<file path="src/rtl/seg_scan_driver.sv">
`default_nettype none
// ============================================================================
//  Module      : seg_scan_driver
//  Description : Four-digit multiplexed seven-segment scan driver.
//                - Moves to the next digit on each one-cycle `tick` pulse.
//                - Inserts an all-off gap of BLANK_CYCLES clocks after every
//                  digit change to stop ghosting.
//                - Decodes hex digits and applies per-digit blanking and
//                  leading-zero suppression.
//                - Captures the display inputs once per frame, so a value
//                  change cannot split one frame between old and new digits.
//  Revision    : 1.0 - initial release
// ----------------------------------------------------------------------------
//  Parameters
//    BLANK_CYCLES : gap length in clk cycles after a digit change (1..255)
//  Ports
//    clk        in   system clock, rising edge
//    reset      in   asynchronous reset, active low
//    tick       in   one-cycle scan-advance pulse
//    value      in   [15:0] four hex digits, digit 0 in bits [3:0]
//    dp         in   [3:0] decimal-point request per digit, active high
//    blank      in   [3:0] force digit dark, active high
//    lz_en      in   leading-zero suppression enable
//    an_n       out  [3:0] digit anodes, active low
//    seg_n      out  [6:0] segments {g,f,e,d,c,b,a}, active low
//    dp_n       out  decimal-point segment, active low
//    digit_idx  out  [1:0] digit that owns the current scan slot
//    frame_load out  one-cycle pulse in the cycle after a frame capture
// ============================================================================
module seg_scan_driver #(
    parameter int unsigned BLANK_CYCLES = 16
) (
    input  logic        clk,
    input  logic        reset,
    input  logic        tick,
    input  logic [15:0] value,
    input  logic [3:0]  dp,
    input  logic [3:0]  blank,
    input  logic        lz_en,
    output logic [3:0]  an_n,
    output logic [6:0]  seg_n,
    output logic        dp_n,
    output logic [1:0]  digit_idx,
    output logic        frame_load
);

    localparam logic [7:0] GAP_RELOAD = 8'(BLANK_CYCLES - 1);

    typedef enum logic [0:0] {
        ST_BLANK = 1'b0,
        ST_DRIVE = 1'b1
    } state_t;

    state_t      state;
    logic [7:0]  gcnt;
    logic [1:0]  idx;

    // Frame shadow copies of the display inputs
    logic [15:0] sh_value;
    logic [3:0]  sh_dp;
    logic [3:0]  sh_blank;
    logic        sh_lz;

    // Data used on the edge that enters DRIVE. On digit 0 this edge also
    // captures a new frame, so that digit uses the live inputs.
    logic [15:0] ent_value;
    logic [3:0]  ent_dp;
    logic [3:0]  ent_blank;
    logic        ent_lz;
    logic        ent_off;
    logic [3:0]  ent_an;
    logic [6:0]  ent_seg;
    logic        ent_dp_n;

    function automatic logic [6:0] hex7(input logic [3:0] nib);
        logic [6:0] s;
        case (nib)
            4'h0:    s = 7'b1000000;
            4'h1:    s = 7'b1111001;
            4'h2:    s = 7'b0100100;
            4'h3:    s = 7'b0110000;
            4'h4:    s = 7'b0011001;
            4'h5:    s = 7'b0010010;
            4'h6:    s = 7'b0000010;
            4'h7:    s = 7'b1111000;
            4'h8:    s = 7'b0000000;
            4'h9:    s = 7'b0010000;
            4'hA:    s = 7'b0001000;
            4'hB:    s = 7'b0000011;
            4'hC:    s = 7'b1000110;
            4'hD:    s = 7'b0100001;
            4'hE:    s = 7'b0000110;
            default: s = 7'b0001110;
        endcase
        return s;
    endfunction

    // A digit is dark when it is blanked, or when leading-zero suppression
    // is on and this digit and every digit to its left are zero. Digit 0 is
    // never zero-suppressed, so a value of 0 still shows a single '0'.
    function automatic logic digit_dark(input logic [15:0] v,
                                        input logic [3:0]  bl,
                                        input logic        lz,
                                        input logic [1:0]  k);
        logic lead_zero;
        case (k)
            2'd1:    lead_zero = (v[15:4]  == 12'h000);
            2'd2:    lead_zero = (v[15:8]  == 8'h00);
            2'd3:    lead_zero = (v[15:12] == 4'h0);
            default: lead_zero = 1'b0;
        endcase
        return bl[k] | (lz & lead_zero);
    endfunction

    always_comb begin
        ent_value = sh_value;
        ent_dp    = sh_dp;
        ent_blank = sh_blank;
        ent_lz    = sh_lz;
        if (idx == 2'd0) begin
            ent_value = value;
            ent_dp    = dp;
            ent_blank = blank;
            ent_lz    = lz_en;
        end
        ent_off  = digit_dark(ent_value, ent_blank, ent_lz, idx);
        ent_an   = 4'hF;
        ent_seg  = 7'h7F;
        ent_dp_n = 1'b1;
        if (!ent_off) begin
            ent_an   = ~(4'b0001 << idx);
            ent_seg  = hex7(ent_value[{idx, 2'b00} +: 4]);
            ent_dp_n = ~ent_dp[idx];
        end
    end

    assign digit_idx = idx;

    // The display outputs are set when DRIVE is entered and forced dark on
    // every tick. DRIVE holds them unchanged, because the shadow registers
    // only change on the edge that enters DRIVE.
    always_ff @(posedge clk or negedge reset) begin
        if (!reset) begin
            state      <= ST_BLANK;
            gcnt       <= GAP_RELOAD;
            idx        <= 2'd0;
            sh_value   <= 16'h0000;
            sh_dp      <= 4'h0;
            sh_blank   <= 4'h0;
            sh_lz      <= 1'b0;
            an_n       <= 4'hF;
            seg_n      <= 7'h7F;
            dp_n       <= 1'b1;
            frame_load <= 1'b0;
        end else begin
            frame_load <= 1'b0;
            if (tick) begin
                // A tick wins over a gap that expires on the same edge.
                idx   <= idx + 2'd1;
                state <= ST_BLANK;
                gcnt  <= GAP_RELOAD;
                an_n  <= 4'hF;
                seg_n <= 7'h7F;
                dp_n  <= 1'b1;
            end else if (state == ST_BLANK) begin
                if (gcnt != 8'd0) begin
                    gcnt <= gcnt - 8'd1;
                end else begin
                    state <= ST_DRIVE;
                    if (idx == 2'd0) begin
                        sh_value   <= value;
                        sh_dp      <= dp;
                        sh_blank   <= blank;
                        sh_lz      <= lz_en;
                        frame_load <= 1'b1;
                    end
                    an_n  <= ent_an;
                    seg_n <= ent_seg;
                    dp_n  <= ent_dp_n;
                end
            end
        end
    end

endmodule
`default_nettype wire

</file>
<file path="config.mk">
export PLATFORM = sky130hd
export DESIGN_NAME = seg_scan_driver
export DESIGN_NICKNAME = d
export VERILOG_FILES = /design/src/rtl/seg_scan_driver.sv
export SDC_FILE = /design/constraint.sdc
export NUM_CORES = 1
export LEC_CHECK = 0
export BUFFER_PORTS_ARGS = -buffer_cell sky130_fd_sc_hd__buf_2
export CAP_MARGIN = 5
export CORE_AREA = 2 2 87 89
export CTS_CLUSTER_SIZE = 8
export DETAILED_ROUTE_END_ITERATION = 10
export DIE_AREA = 0 0 89 91
export GPL_TIMING_DRIVEN = 0
export PLACE_DENSITY = 0.65
export SETUP_SLACK_MARGIN = 0.02
export SYNTH_ARGS = -nofsm -noshare
export SYNTH_HDL_FRONTEND = slang
export SYNTH_SLANG_ARGS = --single-unit
</file>
<file path="constraint.sdc">
create_clock -name clk -period 7.9 [get_ports clk]
set_input_delay 0 -clock clk [delete_from_list [all_inputs] [get_ports clk]]
set_output_delay 0 -clock clk [all_outputs]
set_load 0.02 [all_outputs]
</file>
==> summary.txt <==
Outcome: complete, no violations
Part of the power in combinational logic: 0.432
CTS buffer count: 5
Critical Path AT: 3.74 ns
Final-layout fill cell count: 647
Data required, critical path: 8.13 ns
Unique masters post-synth: 46
Diode count: 0
Post-CTS Resized: 0
CTS tree: yes
Growth of design area from synthesis to finish: 24.3%
Routed Antenna Nets: 0
Root Driver: sky130_fd_sc_hd__clkbuf_8
Headroom to the max-slew limit: 0.285
RSZ-0062 raised after global routing: false
Critical path's most frequent cell: sky130_fd_sc_hd__ha_1
Portion of synthesized cell area occupied by the leading cell type: 0.293
Clock Tree Buf Depth: 2
Syn Nets: 262
Routed vias: 1,965
Worst path setup slack after routing: 4.40 ns
Final Wtd Congestion: 0.794
Number of buffer cells added on primary ports: 41
Crit share post-route: 0.444
Worst hold path class: input pin to flop
Share of final-layout standard cells stronger than drive strength 1: 0.391
Kind of start point of the critical path: flop
Instance area after placement: 0.00315 sq mm
Row count: 31
Peak supply drop: 0.104 mV
Fraction of the yosys area taken by sequential cells: 0.442
Slew of the pin with the lowest slew margin: 1.07 ns
Number of hold-slack violations in the final timing report: 0
Achievable Freq: 285 MHz
Area taken by flip-flops and latches: 0.00125 sq mm
Global-route wire length before repair: 9670 microns
Synth Warn #: 0
Largest area contributor in the netlist: sky130_fd_sc_hd__dfrtp_1
Clock input transition at the sequential cells of the worst setup and hold paths: 0.09 ns
Non-Filler Instances: 396
Ranking of synthesized cells by area: sky130_fd_sc_hd__dfrtp_1, sky130_fd_sc_hd__dfstp_2, sky130_fd_sc_hd__mux2_4, sky130_fd_sc_hd__mux4_2, sky130_fd_sc_hd__ha_1
Worst-path fanout max: 10
Net count, final: 336
Starting Density: 0.395
# setup viols final: 0
I/O pin total: 43
Dominant synthesized flop cell: sky130_fd_sc_hd__dfrtp_1
Power Internal: 0.000486 W
EDFF count, synth: 0
Clock H-tree levels: 2
Maximum number of pins on one net before global-route repair: 50
DPL Wire Length: 4120 microns
Switching power of the nets: 0.000269 W
Total of flip-flops plus latches after synthesis: 49
Most frequently used cell type in the post-synthesis netlist: sky130_fd_sc_hd__dfrtp_1
Clock power share: 0.206
Clock period minus final worst setup slack: 3.50 ns
Peak per-stage delay on the critical path: 0.53 ns
First element of the critical path: digit_idx[0]
Top cells by count, synth: sky130_fd_sc_hd__dfrtp_1, sky130_fd_sc_hd__nor2_1, sky130_fd_sc_hd__mux2_4
Cell count after synthesis: 222
Async set-reset flop share out of synthesis: 1.00
Family of cells with the greatest summed delay on the critical path: multiplexers
Final non-filler cell area: 0.00351 sq mm
Number of clock sinks: 49
Setup repair bufs after CTS: 0
Final-layout worst hold slack: 0.114 ns
Worst path buffer plus inverter count: 3
DRT Pass-1 Iters: 4
Core Footprint: 0.00714 sq mm
Clock latency on the worst-skew pair: 0.30 ns
Reg power frac: 0.363
P per Cell Area: 215 mW/mm^2
Multi-input gate area in the final layout: 0.00145 sq mm
DRC violation count after routing: 0
Critical path's slowest cell: sky130_fd_sc_hd__dfrtp_1
Die boundary width: 89 microns
Drt wl/cell: 14.6 microns
Leakage: 1.67 nW
Worst-case setup slack after placement: 4.41 ns
Post-Synthesis Cell Area: 0.00282 sq mm
Reg-to-reg startpoint: digit_idx[0]
Worst-case clock skew: 0.00518 ns
Inst Count DP: 362
Initial antenna violation count: 0
Vias per cell: 4.96
Global routing usage summed across all routing layers: 0.153
Max Slew Vio Count: 0
Number of global-route vias before repair: 1,959
Switching part of the total power: 0.356
Cell chain of the critical path: clkinv_1, ha_1, buf_6, clkbuf_8, mux4_2, mux2i_1, ha_1, nand2_1, or3b_1, a31oi_1
Worst setup path category: flop to flop
Die Span Y: 91 microns
Remaining global-route overflow: 0
Die ar.: 0.00810 sq mm
Drt total wl: 5790 microns
Starting DRC count in detailed routing: 49
Worst Min Path Start: tick
Endpoint kind of the worst setup timing path: flop
Average footprint of a synthesized cell: 12.7 sq um
Setup TNS: 0 ns
Count of max-cap constraint violations: 0
==> placed cells by master (no fill, tap or decap), types with 10 or more instances in the layout <==
master,instances
sky130_fd_sc_hd__nor2_1,22
sky130_fd_sc_hd__nand2_1,14
sky130_fd_sc_hd__a21oi_1,10
sky130_fd_sc_hd__dfrtp_1,33
sky130_fd_sc_hd__dlygate4sd3_1,26
sky130_fd_sc_hd__dfstp_2,16
sky130_fd_sc_hd__mux2_4,19
sky130_fd_sc_hd__buf_2,44
sky130_fd_sc_hd__ha_1,12
==> final timing paths <==
kind                          endpoint  slack, ns  cells past startpoint
min in group asynchronous  sh_blank[1]       0.44                      2
hold / removal                 gcnt[7]       0.11                      2
setup reg to reg              seg_n[3]       4.40                     10
setup / recovery              seg_n[3]       4.40                     10
max in group asynchronous      gcnt[4]       6.81                      2
hold reg to reg               seg_n[6]       0.50                      2
==> routing by layer <==
metal | global-route usage | share of wire
met1 | 0.227 | 0.48
met2 | 0.230 | 0.46
met3 | 0.0300 | 0.044
met4 | 0.0410 | 0.013
met5 | 0 | 0
==> power by group through the flow <==
stage	combinational (W)	clock [W]	sequential (W)
after floorplan	0.000240	0	0.000280
after global placement	0.000312	0	0.000278
after detailed placement	0.000317	0	0.000279
after CTS	0.000328	0.000160	0.000274
after global routing	0.000359	0.000171	0.000276
final	0.000326	0.000155	0.000274
==> kinds of logic after synthesis <==
group | count (synthesis) | share of synthesized area
AOI/OAI and AO/OA | 30 | 0.0696
DFF | 49 | 0.442
xor gates and xnor gates | 8 | 0.0248
buffers and inverters | 20 | 0.0435
adders and majority gates | 12 | 0.0532
muxes | 45 | 0.258
and+or+nand+nor | 58 | 0.109
==> what timing repair did <==
| item | 4_1_cts | 5_1_grt |
|---|---|---|
| hold buffers | 26 | 0 |
| setup endpoints to repair | 0 | 0 |
| hold endpoints to repair | 58 | 0 |
==> state kept, by name, indices dropped and copies added, names as in the netlist, 2 cells and up <==
| name | flops |
|---|---|
| sh_value | 16 |
| gcnt | 8 |
| seg_n | 7 |
| an_n | 4 |
| sh_blank | 4 |
| sh_dp | 4 |
| digit_idx | 2 |
==> area by class of cell <==
cell class              count  area share
well taps                  99      0.0353
inverters                  10      0.0107
plain buffers              10      0.0243
flip-flops and latches     49       0.355
multi-input cells         153       0.414
repair buffers             67       0.133
clock buffers               6      0.0235
clock inverters             2     0.00392
==> stage by stage <==
stage	power (W)	util
final	0.000755	0.491
after global routing	0.000806	0.491
after CTS	0.000762	0.491
after detailed placement	0.000595	0.441
after global placement	0.000590	0.441
after floorplan	0.000520	-
Power figures use the tool's default switching activity.
